--- src/rtl/ps2_rx_buf.sv ---
// PS/2 receiver with a byte FIFO that can be read at any offset from its head.
// Raw PS/2 lines are synchronized and glitch-filtered. A frame FSM then
// assembles the bytes and writes them into a DEPTH-entry FIFO.
// Optional build macro PS2_PARITY_CHECK_EN: when defined, the odd parity of
// each frame is checked. A frame that fails is dropped and sets o_perr.
//
// state      | meaning
// -----------+----------------------------------------------------
// ST_IDLE    | waiting for a start bit (sample of 0)
// ST_DATA    | shifting in 8 data bits, LSB first
// ST_PARITY  | capturing the parity bit
// ST_STOP    | stop bit: 1 accepts the frame, 0 discards it
module ps2_rx_buf #(
  parameter int DEPTH    = 16,
  parameter int ADDR_W   = 4,
  parameter int FILT_LEN = 4,
  parameter int TIMEOUT  = 4096
) (
  input  logic              i_clk,
  input  logic              i_rst,
  input  logic              i_ps2_clk,
  input  logic              i_ps2_data,
  input  logic              i_req,
  input  logic              i_pop,
  input  logic [ADDR_W-1:0] i_addr,
  input  logic              i_clr,
  output logic [7:0]        o_out,
  output logic              o_done,
  output logic [ADDR_W:0]   o_count,
  output logic              o_empty,
  output logic              o_full,
  output logic              o_overflow,
  output logic              o_perr
);

  localparam int FC_W = $clog2(FILT_LEN + 1);
  localparam int WD_W = $clog2(TIMEOUT + 1);
  localparam logic [ADDR_W:0] FULL_CNT = (ADDR_W+1)'(DEPTH);

  typedef enum logic [1:0] {ST_IDLE, ST_DATA, ST_PARITY, ST_STOP} state_t;

  logic            clk_s1, clk_s2, dat_s1, dat_s2;
  logic            filt_clk;
  logic [FC_W-1:0] filt_cnt;
  logic            smp_evt, smp_bit;
  state_t          state;
  logic [2:0]      bit_cnt;
  logic [7:0]      shreg;
  logic [WD_W-1:0] wd_cnt;
  logic            wr_pend;
  logic [7:0]      wr_byte;
  logic [7:0]      mem [DEPTH];
  logic [ADDR_W-1:0] rd_ptr, wr_ptr, rd_addr;
  logic            rd_hit, do_pop, do_wr;
`ifdef PS2_PARITY_CHECK_EN
  logic            par_bit, perr_set, perr_q;
`endif

  assign o_empty = (o_count == '0);
  assign o_full  = (o_count == FULL_CNT);
  assign rd_addr = rd_ptr + i_addr;
  assign rd_hit  = ({1'b0, i_addr} < o_count);
  assign do_pop  = i_req && i_pop && (i_addr == '0) && !o_empty && !i_clr;
  assign do_wr   = wr_pend && (!o_full || do_pop) && !i_clr;

  // Two-flop synchronizers on the raw PS/2 lines; idle level is high.
  always_ff @(posedge i_clk or posedge i_rst) begin
    if (i_rst) begin
      clk_s1 <= 1'b1;
      clk_s2 <= 1'b1;
      dat_s1 <= 1'b1;
      dat_s2 <= 1'b1;
    end else begin
      clk_s1 <= i_ps2_clk;
      clk_s2 <= clk_s1;
      dat_s1 <= i_ps2_data;
      dat_s2 <= dat_s1;
    end
  end

  // Glitch filter: flip only after FILT_LEN consecutive disagreeing samples; a filtered fall fires the sample event.
  always_ff @(posedge i_clk or posedge i_rst) begin
    if (i_rst) begin
      filt_clk <= 1'b1;
      filt_cnt <= '0;
      smp_evt  <= 1'b0;
      smp_bit  <= 1'b1;
    end else begin
      smp_evt <= 1'b0;
      smp_bit <= dat_s2;
      if (clk_s2 == filt_clk) begin
        filt_cnt <= '0;
      end else if (filt_cnt == FC_W'(FILT_LEN - 1)) begin
        filt_clk <= clk_s2;
        filt_cnt <= '0;
        smp_evt  <= ~clk_s2;
      end else begin
        filt_cnt <= filt_cnt + FC_W'(1);
      end
    end
  end

  // Frame FSM with a watchdog down-counter; an accepted byte is handed to the FIFO one cycle later.
  always_ff @(posedge i_clk or posedge i_rst) begin
    if (i_rst) begin
      state   <= ST_IDLE;
      bit_cnt <= '0;
      shreg   <= '0;
      wd_cnt  <= WD_W'(TIMEOUT - 1);
      wr_pend <= 1'b0;
      wr_byte <= '0;
`ifdef PS2_PARITY_CHECK_EN
      par_bit  <= 1'b0;
      perr_set <= 1'b0;
`endif
    end else begin
      wr_pend <= 1'b0;
`ifdef PS2_PARITY_CHECK_EN
      perr_set <= 1'b0;
`endif
      if (state == ST_IDLE || smp_evt) wd_cnt <= WD_W'(TIMEOUT - 1);
      else if (wd_cnt != '0)           wd_cnt <= wd_cnt - WD_W'(1);

      if (smp_evt) begin
        case (state)
          ST_IDLE: begin
            if (!smp_bit) begin
              state   <= ST_DATA;
              bit_cnt <= '0;
            end
          end
          ST_DATA: begin
            shreg   <= {smp_bit, shreg[7:1]};
            bit_cnt <= bit_cnt + 3'd1;
            if (bit_cnt == 3'd7) state <= ST_PARITY;
          end
          ST_PARITY: begin
`ifdef PS2_PARITY_CHECK_EN
            par_bit <= smp_bit;
`endif
            state <= ST_STOP;
          end
          ST_STOP: begin
            state <= ST_IDLE;
            if (smp_bit) begin
`ifdef PS2_PARITY_CHECK_EN
              if (^{shreg, par_bit}) begin
                wr_pend <= 1'b1;
                wr_byte <= shreg;
              end else begin
                perr_set <= 1'b1;
              end
`else
              wr_pend <= 1'b1;
              wr_byte <= shreg;
`endif
            end
          end
          default: state <= ST_IDLE;
        endcase
      end else if (state != ST_IDLE && wd_cnt == '0) begin
        state <= ST_IDLE;
      end
    end
  end

  // FIFO storage; no reset needed since o_count gates every read.
  always_ff @(posedge i_clk) begin
    if (do_wr) mem[wr_ptr] <= wr_byte;
  end

  // FIFO pointers, occupancy, read port and sticky flags; clear beats any same-cycle request.
  always_ff @(posedge i_clk or posedge i_rst) begin
    if (i_rst) begin
      rd_ptr     <= '0;
      wr_ptr     <= '0;
      o_count    <= '0;
      o_out      <= 8'h00;
      o_done     <= 1'b0;
      o_overflow <= 1'b0;
`ifdef PS2_PARITY_CHECK_EN
      perr_q     <= 1'b0;
`endif
    end else begin
      o_done <= i_req;
      if (i_req) o_out <= (!i_clr && rd_hit) ? mem[rd_addr] : 8'h00;
      if (i_clr) begin
        rd_ptr     <= '0;
        wr_ptr     <= '0;
        o_count    <= '0;
        o_overflow <= 1'b0;
`ifdef PS2_PARITY_CHECK_EN
        perr_q     <= 1'b0;
`endif
      end else begin
        if (do_pop) rd_ptr <= rd_ptr + ADDR_W'(1);
        if (do_wr)  wr_ptr <= wr_ptr + ADDR_W'(1);
        if (wr_pend && !do_wr) o_overflow <= 1'b1;
`ifdef PS2_PARITY_CHECK_EN
        if (perr_set) perr_q <= 1'b1;
`endif
        case ({do_wr, do_pop})
          2'b10:   o_count <= o_count + (ADDR_W+1)'(1);
          2'b01:   o_count <= o_count - (ADDR_W+1)'(1);
          default: o_count <= o_count;
        endcase
      end
    end
  end

`ifdef PS2_PARITY_CHECK_EN
  assign o_perr = perr_q;
`else
  assign o_perr = 1'b0;
`endif

endmodule

--- config.mk ---
export PLATFORM = sky130hd
export DESIGN_NAME = ps2_rx_buf
export DESIGN_NICKNAME = d
export VERILOG_FILES = /design/src/rtl/ps2_rx_buf.sv
export SDC_FILE = /design/constraint.sdc
export NUM_CORES = 1
export LEC_CHECK = 0
export ABC_AREA = 1
export ABC_CLOCK_PERIOD_IN_PS = 3000
export CAP_MARGIN = 5
export CORE_ASPECT_RATIO = 1.25
export CORE_MARGIN = 1.5
export CORE_UTILIZATION = 50
export DETAILED_ROUTE_END_ITERATION = 6
export DONT_BUFFER_PORTS = 1
export PLACE_DENSITY = 0.63
export SETUP_SLACK_MARGIN = 0.2
export SYNTH_ARGS = -nofsm -noshare
export SYNTH_HDL_FRONTEND = slang
export SYNTH_SLANG_ARGS = --single-unit
--- constraint.sdc ---
create_clock -name i_clk -period 3 [get_ports i_clk]
set_input_delay 0.6 -clock i_clk [delete_from_list [all_inputs] [get_ports i_clk]]
set_output_delay 0.6 -clock i_clk [all_outputs]
set_load 0.1 [all_outputs]
Yosys cells after proc, flatten, opt, wreduce, memory -nomap -nowiden

Memory sizes are Yosys's and may differ from the RTL's.
Index checks and enable logic that the tools add are counted.

Register bits: 68
Memory bits (writable): 128
Input port bits: 11
Output and inout bits: 18
Word-level logic and storage cells: 104
Memories kept: 1

Add/subtract/negate cells: 8
Magnitude comparators: 1
Equality and inequality tests: 12
Mux-type cells: 27
Bitwise logic cells: 2
Reduce and logical (&&, ||, !) cells: 33

Memory list:

| memory | words | width | rd ports | clocked after Yosys merged registers in | write ports | RTL line | text |
|---|---|---|---|---|---|---|---|
| mem    | 16    | 8     | 1        | 0                                       | 1           | 52       | `logic [7:0] mem [DEPTH];` |

Operators by type and width:

| kind                  | count |
|---|---|
| $mux 13               | 2 |
| $mux 4                | 4 |
| $reduce_bool 2->1     | 7 |
| $logic_not 13->1      | 1 |
| $reduce_bool 13->1    | 1 |
| $sub 13x1->13 const B | 1 |
| $pmux 5 s2            | 1 |
| $logic_and 1x1->1     | 9 |
| $mux 1                | 9 |
| $mux 3                | 3 |
| $reduce_and 3->1      | 3 |
| $add 4x1->4 const B   | 2 |
| $mux 2                | 4 |
| $mux 8                | 1 |
| $pmux 2 s4            | 1 |
| $add 3x1->3 const B   | 2 |
| $eq 2x2->1 const B    | 3 |
| $ne 3x3->1 const B    | 2 |
| $pmux 3 s2            | 1 |
| $add 5x1->5 const B   | 1 |
| $eq 5x5->1 const B    | 1 |
| $logic_not 5->1       | 1 |
| $lt 4x5->1            | 1 |
| $mux 5                | 1 |
| 14 further kinds      | 21 |

Longest topological paths before layout

Gate-level depths: netlist of the first run.

Depth in word-level cells: 11
Gate-level depth with buffers: 15
Depth with buffers taken out: 15

Worst setup path before layout of the first run

OpenSTA, ideal clock, no wires.

Kind: reg-to-reg
Start point: reg o_count[4]
End point: mem mem[15][0] (enable)
Data arrival time: 3.139 ns
Slack: -0.412 ns
Stages on the path, launching flop included: 8
Path buffers: 0
Period minus slack after synthesis: 3.412 ns
Cells stage by stage: dfrtp_1 > inv_1 > nor2_1 > nand2_1 > nand2_1 > inv_2 > nand2_1 > nor2_1

Elaborated cells between the ends (all ways): 11

RTL lines:

| item                            | RTL line | text |
|---|---|---|
| start: declaration              | 29       | `output logic [ADDR_W:0] o_count,` |
| start signal: assignment        | 203      | `2'b10: o_count <= o_count + (ADDR_W+1)'(1);` |
| start signal: assignment        | 204      | `2'b01: o_count <= o_count - (ADDR_W+1)'(1);` |
| start signal: assignment        | 205      | `default: o_count <= o_count;` |
| $eq 5x5->1                      | 60       | `assign o_full = (o_count == FULL_CNT);` |
| via o_full                      | 31       | `output logic o_full,` |
| $logic_not 1->1                 | 64       | `assign do_wr = wr_pend && (!o_full \|\| do_pop) && !i_clr;` |
| $logic_or 1x1->1                | 64       |  |
| $logic_and 1x1->1 (2 in series) | 64       |  |
| $mux 1                          | 169      | `if (do_wr) mem[wr_ptr] <= wr_byte;` |
| $mux 1 (implied by the code)    | 169      |  |
| end: declaration                | 52       |  |

The timed path passes the listed nets, and every way through them passes these cells.

Worst setup path in the final report of the first run

Start point: reg rd_ptr[0]
End point: reg o_out[4]

Word-level cells in the longest chain between the ends: 3

Ends and longest elaborated chain:

| item                     | RTL line | text |
|---|---|---|
| start: declaration       | 53       | `logic [ADDR_W-1:0] rd_ptr, wr_ptr, rd_addr;` |
| start signal: assignment | 196      | `if (do_pop) rd_ptr <= rd_ptr + ADDR_W'(1);` |
| $add 4x4->4              | 61       | `assign rd_addr = rd_ptr + i_addr;` |
| $mem_v2 16x8             | --       |  |
| $mux 8                   | 186      | `if (i_req) o_out <= (!i_clr && rd_hit) ? mem[rd_addr] : 8'h00;` |
| end signal: assignment   | 186      |  |
| end: declaration         | 27       | `output logic [7:0] o_out,` |

No other way between the ends.
A chain may end at the register's enable or synchronous reset.

==> results of run 1 <==
==> worst max-delay path by stage <==
stage / depth (start not counted) / to / start / slack [ps]
after floorplan: 13 / o_count[4]$_DFFE_PP0P_ / o_count[4]$_DFFE_PP0P_ / 290
after global routing: 12 / o_out[2]$_DFFE_PP0P_ / rd_ptr[0]$_DFFE_PP0P_ / 470
final: 12 / o_out[4]$_DFFE_PP0P_ / rd_ptr[0]$_DFFE_PP0P_ / 620
after detailed placement: 15 / o_count[4]$_DFFE_PP0P_ / i_req / 450
after global placement: 12 / o_out[2]$_DFFE_PP0P_ / i_addr[0] / 520
after CTS: 12 / o_out[2]$_DFFE_PP0P_ / rd_ptr[0]$_DFFE_PP0P_ / 600
==> cell usage in the layout (no fill, tap or decap), types with 4 or more instances in the layout <==
cell and n:
sky130_fd_sc_hd__nand2_1 317, sky130_fd_sc_hd__edfxtp_1 128, sky130_fd_sc_hd__nand3_1 95, sky130_fd_sc_hd__inv_1 61, sky130_fd_sc_hd__nor2_1 58, sky130_fd_sc_hd__dfrtp_1 50
sky130_fd_sc_hd__buf_4 32, sky130_fd_sc_hd__o21ai_0 26, sky130_fd_sc_hd__ha_1 21, sky130_fd_sc_hd__o21ai_1 20, sky130_fd_sc_hd__dfstp_2 18, sky130_fd_sc_hd__clkbuf_16 17
sky130_fd_sc_hd__inv_2 11, sky130_fd_sc_hd__nand4_1 8, sky130_fd_sc_hd__nor3_1 7, sky130_fd_sc_hd__o31ai_1 5, sky130_fd_sc_hd__a21oi_1 4, sky130_fd_sc_hd__xor2_1 4
sky130_fd_sc_hd__o21a_1 4, sky130_fd_sc_hd__xnor2_1 4
==> sequential cells by signal, summed over array words and instances (netlist names), 3 cells and up <==
name	flops
mem	128
wd_cnt	13
o_out	8
shreg	8
wr_byte	8
o_count	5
rd_ptr	4
wr_ptr	4
bit_cnt	3
filt_cnt	3
==> synthesized netlist by cell type, types with 10 or more instances <==
| library cell | count | area share [%] |
|---|---|---|
| sky130_fd_sc_hd__dfstp_2 | 18 | 5.4 |
| sky130_fd_sc_hd__clkbuf_1 | 13 | 0.56 |
| sky130_fd_sc_hd__nor2_1 | 59 | 2.5 |
| sky130_fd_sc_hd__buf_2 | 12 | 0.69 |
| sky130_fd_sc_hd__inv_2 | 10 | 0.43 |
| sky130_fd_sc_hd__nand2_1 | 317 | 14 |
| sky130_fd_sc_hd__inv_1 | 62 | 2.7 |
| sky130_fd_sc_hd__dfrtp_1 | 50 | 14 |
| sky130_fd_sc_hd__o21ai_1 | 20 | 1.1 |
| sky130_fd_sc_hd__nand3_1 | 95 | 5.4 |
| sky130_fd_sc_hd__o21ai_0 | 26 | 1.5 |
| sky130_fd_sc_hd__edfxtp_1 | 128 | 44 |
| sky130_fd_sc_hd__ha_1 | 22 | 3.1 |
==> routing by layer <==
layer | track usage (%) | wire (um)
met1 | 28.7 | 8300
met2 | 38.6 | 9870
met3 | 3.46 | 646
met5 | 0 | 0
met4 | 8.24 | 364
==> power groups by stage <==
| stage | logic, mW | registers, mW | clock network, mW |
|---|---|---|---|
| 2_1_floorplan | 0.381 | 3.14 | 0 |
| 3_3_place_gp | 0.546 | 3.10 | 0 |
| 3_5_place_dp | 0.567 | 3.11 | 0 |
| 4_1_cts | 0.569 | 3.05 | 2.22 |
| 5_1_grt | 0.636 | 3.06 | 2.32 |
| 6_report | 0.564 | 3.05 | 2.19 |
==> kinds of logic (layout without fill, tap and decap cells) <==
logic type                 after synthesis  count (layout)
and+or+nand+nor                        491             491
DFF                                    196             196
buffers and inverters                  100             137
AOI/OAI and AO/OA                       64              64
adders and majority gates               24              24
xor gates and xnor gates                 9               9
other                                    1               1
muxes                                    1               1
==> per-stage QoR <==
step	cell area (um^2)	power (mW)	utilization [%]	hold WS (ps)
final	9730	5.80	57.3	121
after global routing	9730	6.02	57.3	141
after CTS	9730	5.84	57.3	134
after detailed placement	9160	3.67	54.0	347
after global placement	9160	3.65	54.0	350
after floorplan	8750	3.52	-	345
==> final cells by class <==
type / count / area, um^2 / area share, %
flip-flops and latches: 196 / 5570 / 57.2
multi-input cells: 590 / 2790 / 28.6
clock buffers: 17 / 425 / 4.37
well taps: 220 / 275 / 2.83
inverters: 72 / 270 / 2.78
repair buffers: 33 / 260 / 2.67
clock inverters: 15 / 146 / 1.50
==> summary.md, run 1 <==
| Metric | Value |
|---|---|
| Outcome | `completed` |
| Worst reg2reg endpoint | `o_out[4]$_DFFE_PP0P_` |
| Worst Path Required | `3310 ps` |
| Final critical-path required period | `2380 ps` |
| Number of buffers on the longest clock path | `2` |
| First-pass GRT wire length | `31300 um` |
| Chip Width | `121 um` |
| Number of nets still failing antenna checks after routing | `0` |
| Largest net degree at the start of global routing | `65` |
| Share of the yosys chip area belonging to registers | `63.7%` |
| Buffering stage count on the worst path with inverters included | `3` |
| Die Area | `0.0183 mm^2` |
| Floorplan Core Area | `0.0170 mm^2` |
| Primary FF master, synth | `sky130_fd_sc_hd__edfxtp_1` |
| Mean number of vias per cell | `5.33` |
| Final Non-Filler Cells | `1143` |
| Die span in y | `151 um` |
| Via total after detailed routing | `6094` |
| Row Count | `53` |
| Setup repair after global routing missed its margin | `false` |
| Internal power | `4.19 mW` |
| Port-buffer cells | `0` |
| Slew HR | `35.9%` |
| Final weighted congestion in routability-driven placement | `0.833` |
| Final Cycle Share | `79.2%` |
| Post-Synth Simple-Gate Area | `23.0%` |
| Ys Warns | `0` |
| Async set or reset register ratio after synthesis | `34.7%` |
| Number of post-CTS setup repair buffers | `0` |
| Detailed-route DRC error count | `0` |
| Post-synth EDFFs | `128` |
| Adder-cell share of the synthesized area | `3.60%` |
| Number of global-route vias before repair | `6198` |
| Clk_lat worst skew | `430 ps` |
| HPWL Detailed | `12700 um` |
| Crit path launch type | `flop` |
| Number of instances resized during post-cts repair | `0` |
| Family with the most delay on the worst path | `adder cells` |
| Count of inserted antenna diode cells | `0` |
| Final net count | `945` |
| Path class of the lowest-slack min-delay path | `input port to async pin` |
| Number of storage elements in the synthesis netlist | `196` |
| Global router's overall resource usage | `22.4%` |
| Critical path's largest stage delay | `440 ps` |
| Combinational Power Share | `9.7%` |
| Startpoint of the worst register-to-register path | `rd_ptr[0]$_DFFE_PP0P_` |
| Crit path cell chain | `ha_2, inv_1, fa_1, inv_1, buf_4, nand3_1, nand2_1, nand2_1, nand2_1, nand2_1, nand3_1, o21ai_1` |
| Critical-path top delay cell | `sky130_fd_sc_hd__dfrtp_1` |
| Sequential group share of total power | `52.6%` |
| Dominant combinational cell family by area after synthesis | `simple AND/OR/NAND/NOR gates` |
| Initial core utilization | `51.5%` |
| Post-synthesis cell type count | `34` |
| Type of destination of the critical path | `flop` |
| Max-slew violation total from the final report | `0` |
| Initial antenna violation count | `0` |
| Fill cell instance count of the final layout | `1515` |
| Share of synthesized area spent on multiplexers | `0.129%` |
| Number of clock buffers inserted by TritonCTS | `17` |
| Switching pwr | `1.61 mW` |
| Number of nets in the synthesized netlist | `921` |
| Overall overflow remaining after global route | `0` |
| Clock tree from TritonCTS | `done` |
| Layout area overhead | `11.3%` |
| Post-Synth XOR/XNOR Area | `0.987%` |
| Switching part of the total power | `27.7%` |
| Max rail drop VDD | `390 uV` |
| Maximum operating frequency | `421 MHz` |
| Pre-CTS setup slack | `451 ps` |
| Drt wl/cell | `16.8 um` |
| Critical path start-end classification | `flop to flop` |
| Total placed cells including tap cells | `1111` |
| Data arrival at the endpoint of the critical path | `2690 ps` |
| Hold buffers post-CTS | `0` |
| Cell count after synthesis | `886` |
| Total wirelength of the detailed-routed design | `19200 um` |
| Fraction of layout instances using a drive strength above 1 | `10.7%` |
| Count of final setup violators | `0` |
| Maxcap violations | `0` |
| Setup slack on the worst flop-to-flop path | `620 ps` |
| Setup TNS | `0 ps` |
| Worst clock skew on the final layout | `11.2 ps` |
| Number of violations reported at the end of detailed-routing iteration 0 | `497` |
| CTS Sinks | `196` |
| Total count of hold-check failures in the final report | `0` |
| Pwr per Cell Area | `596 mW/mm^2` |
| Least-Margin Pin Slew | `961 ps` |
| Cell Area, Synth | `0.00875 mm^2` |
| Post-CTS clock slew at the launch and capture registers of the worst setup and hold paths | `80 ps` |
| CTS H-Tree Depth | `4` |
| Clock root buffer | `sky130_fd_sc_hd__clkbuf_16` |
| Compound-Gate Fraction of Synth Area | `4.03%` |
| Most used cell along the critical path | `sky130_fd_sc_hd__nand2_1` |
| Synthesized area per cell | `9.87 um^2` |
| Final WS setup | `623 ps` |
| Top-level port count | `29` |
| Maximum fanout along the worst path | `32` |
| Router iterations before antenna repair | `7` |
| Lkg Pwr | `4.22 nW` |
| Path depth of the worst reg2reg path | `12` |
| Clock share of power | `37.7%` |
(Power assumes the default switching activity.)
==> run 2, diff against run 1 <==
- ABC_CLOCK_PERIOD_IN_PS: 3000 -> 2200
- clock period: 3 -> 2.2 ns (I/O delays scaled with it)
==> summary.md, run 2 (synthesis results as in run 1) <==
| Metric | Value |
|---|---|
| Combinational Power Share | `12.2%` |
| Number of buffers on the longest clock path | `2` |
| Total power after layout | `8.28 mW` |
| Sequential group share of total power | `49.1%` |
| Router iterations before antenna repair | `5` |
| Destination of the critical timing path | `o_out[4]$_DFFE_PP0P_` |
| Most used cell along the critical path | `sky130_fd_sc_hd__nand2_1` |
| Count of final setup violators | `0` |
| Crit path launch | `rd_ptr[0]$_DFFE_PP0P_` |
| Die span in y | `151 um` |
| HPWL Detailed | `13500 um` |
| Clock root buffer | `sky130_fd_sc_hd__clkbuf_16` |
| Chip Width | `121 um` |
| Outcome | `completed` |
| Slew HR | `42.0%` |
| Launch point of the worst hold path | `i_req` |
| Final critical-path required period | `2100 ps` |
| Die Area | `0.0183 mm^2` |
| Most frequent cells in the layout | `sky130_fd_sc_hd__nand2_1 (314), sky130_fd_sc_hd__edfxtp_1 (128), sky130_fd_sc_hd__nand3_1 (92)` |
| Switching part of the total power | `24.9%` |
| Largest net degree at the start of global routing | `69` |
| Maximum fanout along the worst path | `8` |
| Setup repair after global routing missed its margin | `true` |
| Final net count | `973` |
| Via total after detailed routing | `6320` |
| Leading registers by flop count | `mem x128, wd_cnt x13` |
| Crit path launch type | `flop` |
| Path depth of the worst reg2reg path | `12` |
| Layout area overhead | `17.3%` |
| Overall overflow remaining after global route | `0` |
| Critical path's largest stage delay | `480 ps` |
| Buffering stage count on the worst path with inverters included | `3` |
| Clock tree from TritonCTS | `done` |
| Startpoint of the worst register-to-register path | `rd_ptr[0]$_DFFE_PP0P_` |
| Critical-path top delay cell | `sky130_fd_sc_hd__fa_2` |
| Setup TNS | `0 ps` |
| Initial core utilization | `51.5%` |
| Number of cells on the critical path | `12` |
| Total count of hold-check failures in the final report | `0` |
| Internal power | `6.22 mW` |
| Drt wl/cell | `17.2 um` |
| Path class of the lowest-slack min-delay path | `input port to flop` |
| Placed Area | `0.00942 mm^2` |
| Worst reg2reg endpoint | `o_out[4]$_DFFE_PP0P_` |
| Lkg Pwr | `4.43 nW` |
| Top reg by flops | `mem` |
| Final Cycle Share | `95.4%` |
| Fraction of layout instances using a drive strength above 1 | `15.6%` |
| Least-Margin Pin Slew | `871 ps` |
| CTS Sinks | `196` |
| Critical path start-end classification | `flop to flop` |
| CTS H-Tree Depth | `4` |
| Clock share of power | `38.7%` |
| Type of destination of the critical path | `flop` |
| Top-level port count | `29` |
| First-pass GRT wire length | `31900 um` |
| Row Count | `53` |
| Leading cell type in the layout, fill and taps excluded | `sky130_fd_sc_hd__nand2_1` |
| Worst Path Required | `2510 ps` |
| Final weighted congestion in routability-driven placement | `0.858` |
| Max rail drop VDD | `636 uV` |
| Number of global-route vias before repair | `6277` |
| Count of inserted antenna diode cells | `0` |
| Floorplan Core Area | `0.0170 mm^2` |
| Number of violations reported at the end of detailed-routing iteration 0 | `583` |
| Total wirelength of the detailed-routed design | `20100 um` |
| Data arrival at the endpoint of the critical path | `2410 ps` |
| Pwr per Cell Area | `807 mW/mm^2` |
| Mean number of vias per cell | `5.40` |
| Number of flip-flops under the largest register name | `128` |
| Clk_lat worst skew | `430 ps` |
| Crit path cell chain | `ha_2, inv_1, fa_2, inv_4, buf_12, nand3_1, nand2_1, nand2_1, nand2_1, nand2_1, nand3_1, o21ai_1` |
| Number of nets still failing antenna checks after routing | `0` |
| Family with the most delay on the worst path | `adder cells` |
| Maxcap violations | `0` |
| Worst clock skew on the final layout | `15.4 ps` |
| Fin area | `0.0103 mm^2` |
| Maximum operating frequency | `476 MHz` |
| Post-CTS clock slew at the launch and capture registers of the worst setup and hold paths | `70 ps` |
| Global router's overall resource usage | `23.1%` |
| Port-buffer cells | `0` |
| Detailed-route DRC error count | `0` |
| Initial antenna violation count | `0` |
| Max-slew violation total from the final report | `0` |
| Switching pwr | `2.06 mW` |
| End-of-flow core utilization | `60.4%` |
| Number of clock buffers inserted by TritonCTS | `17` |
| Setup slack on the worst flop-to-flop path | `100 ps` |
## run 2: cell types whose count changed in the layout (fill, tap and decap cells not counted), moves of 4 or more
cell	before	now
sky130_fd_sc_hd__buf_12	1	9
sky130_fd_sc_hd__buf_4	32	42
sky130_fd_sc_hd__buf_6	0	5
sky130_fd_sc_hd__bufinv_16	0	4
sky130_fd_sc_hd__dfrtp_1	50	45
sky130_fd_sc_hd__dfrtp_4	0	5
sky130_fd_sc_hd__inv_1	61	57
sky130_fd_sc_hd__nor2_1	58	53
## run 2: power groups by stage
stage | Combinational [mW] | Clock (mW) | Sequential [mW]
after floorplan | 0.525 | 0 | 4.29
final | 1.01 | 3.20 | 4.07
after global placement | 0.907 | 0 | 4.13
after CTS | 0.974 | 3.26 | 4.07
after detailed placement | 0.936 | 0 | 4.14
after global routing | 1.11 | 3.37 | 4.08
## run 2: worst min-delay path by stage
stage                  endpoint  depth (start not counted)
2_1_floorplan  clk_s2$_DFF_PP1_                          0
3_3_place_gp   clk_s2$_DFF_PP1_                          0
3_5_place_dp   clk_s2$_DFF_PP1_                          0
4_1_cts        o_done$_DFF_PP0_                          0
5_1_grt        o_done$_DFF_PP0_                          0
6_report       o_done$_DFF_PP0_                          0
## run 2: cell type report
cell class / instances / area [um^2]
fill: 1437 / 6720
sequential: 196 / 5590
multi-input combinational: 590 / 2880
timing repair buffer: 61 / 622
clock buffer: 18 / 429
inverter: 72 / 284
tap: 220 / 275
clock inverter: 14 / 184
## run 2: stage by stage
step	worst slack (ps)	hold WS, ps	instances
3_5_place_dp	7.49	347	1134
4_1_cts	105	17.2	1169
6_report	101	39.7	1171
3_3_place_gp	15.8	351	1134
2_1_floorplan	-4.95	345	886
5_1_grt	-28.6	13.3	1171
## run 2: worst register-to-register path, cell delays in order (launching register included)
cell	delay, ps
sky130_fd_sc_hd__dfrtp_1	390
sky130_fd_sc_hd__ha_2	180
sky130_fd_sc_hd__inv_1	70
sky130_fd_sc_hd__fa_2	480
sky130_fd_sc_hd__inv_4	140
sky130_fd_sc_hd__buf_12	130
sky130_fd_sc_hd__nand3_1	130
sky130_fd_sc_hd__nand2_1	110
sky130_fd_sc_hd__nand2_1	50
sky130_fd_sc_hd__nand2_1	80
sky130_fd_sc_hd__nand2_1	60
sky130_fd_sc_hd__nand3_1	100
sky130_fd_sc_hd__o21ai_1	60
## run 2: what timing repair did
item,4_1_cts,5_1_grt
resized for setup,15,26
hold buffers,3,0
setup buffers,0,1
hold endpoints to repair,52,0
cloned,0,1
pin swaps,1,8
endpoints found under the setup margin,11,120
## run 2: layer usage
layer | routed length [um] | GRT usage [%] | share of wire, % | up-vias
met2 | 10500 | 40.7 | 52 | 168
met1 | 8440 | 28.4 | 42 | 3084
met3 | 749 | 4.07 | 3.7 | 29
li1 | - | - | - | 3039
met5 | 0 | 0 | 0 | -
met4 | 416 | 9.06 | 2.1 | 0
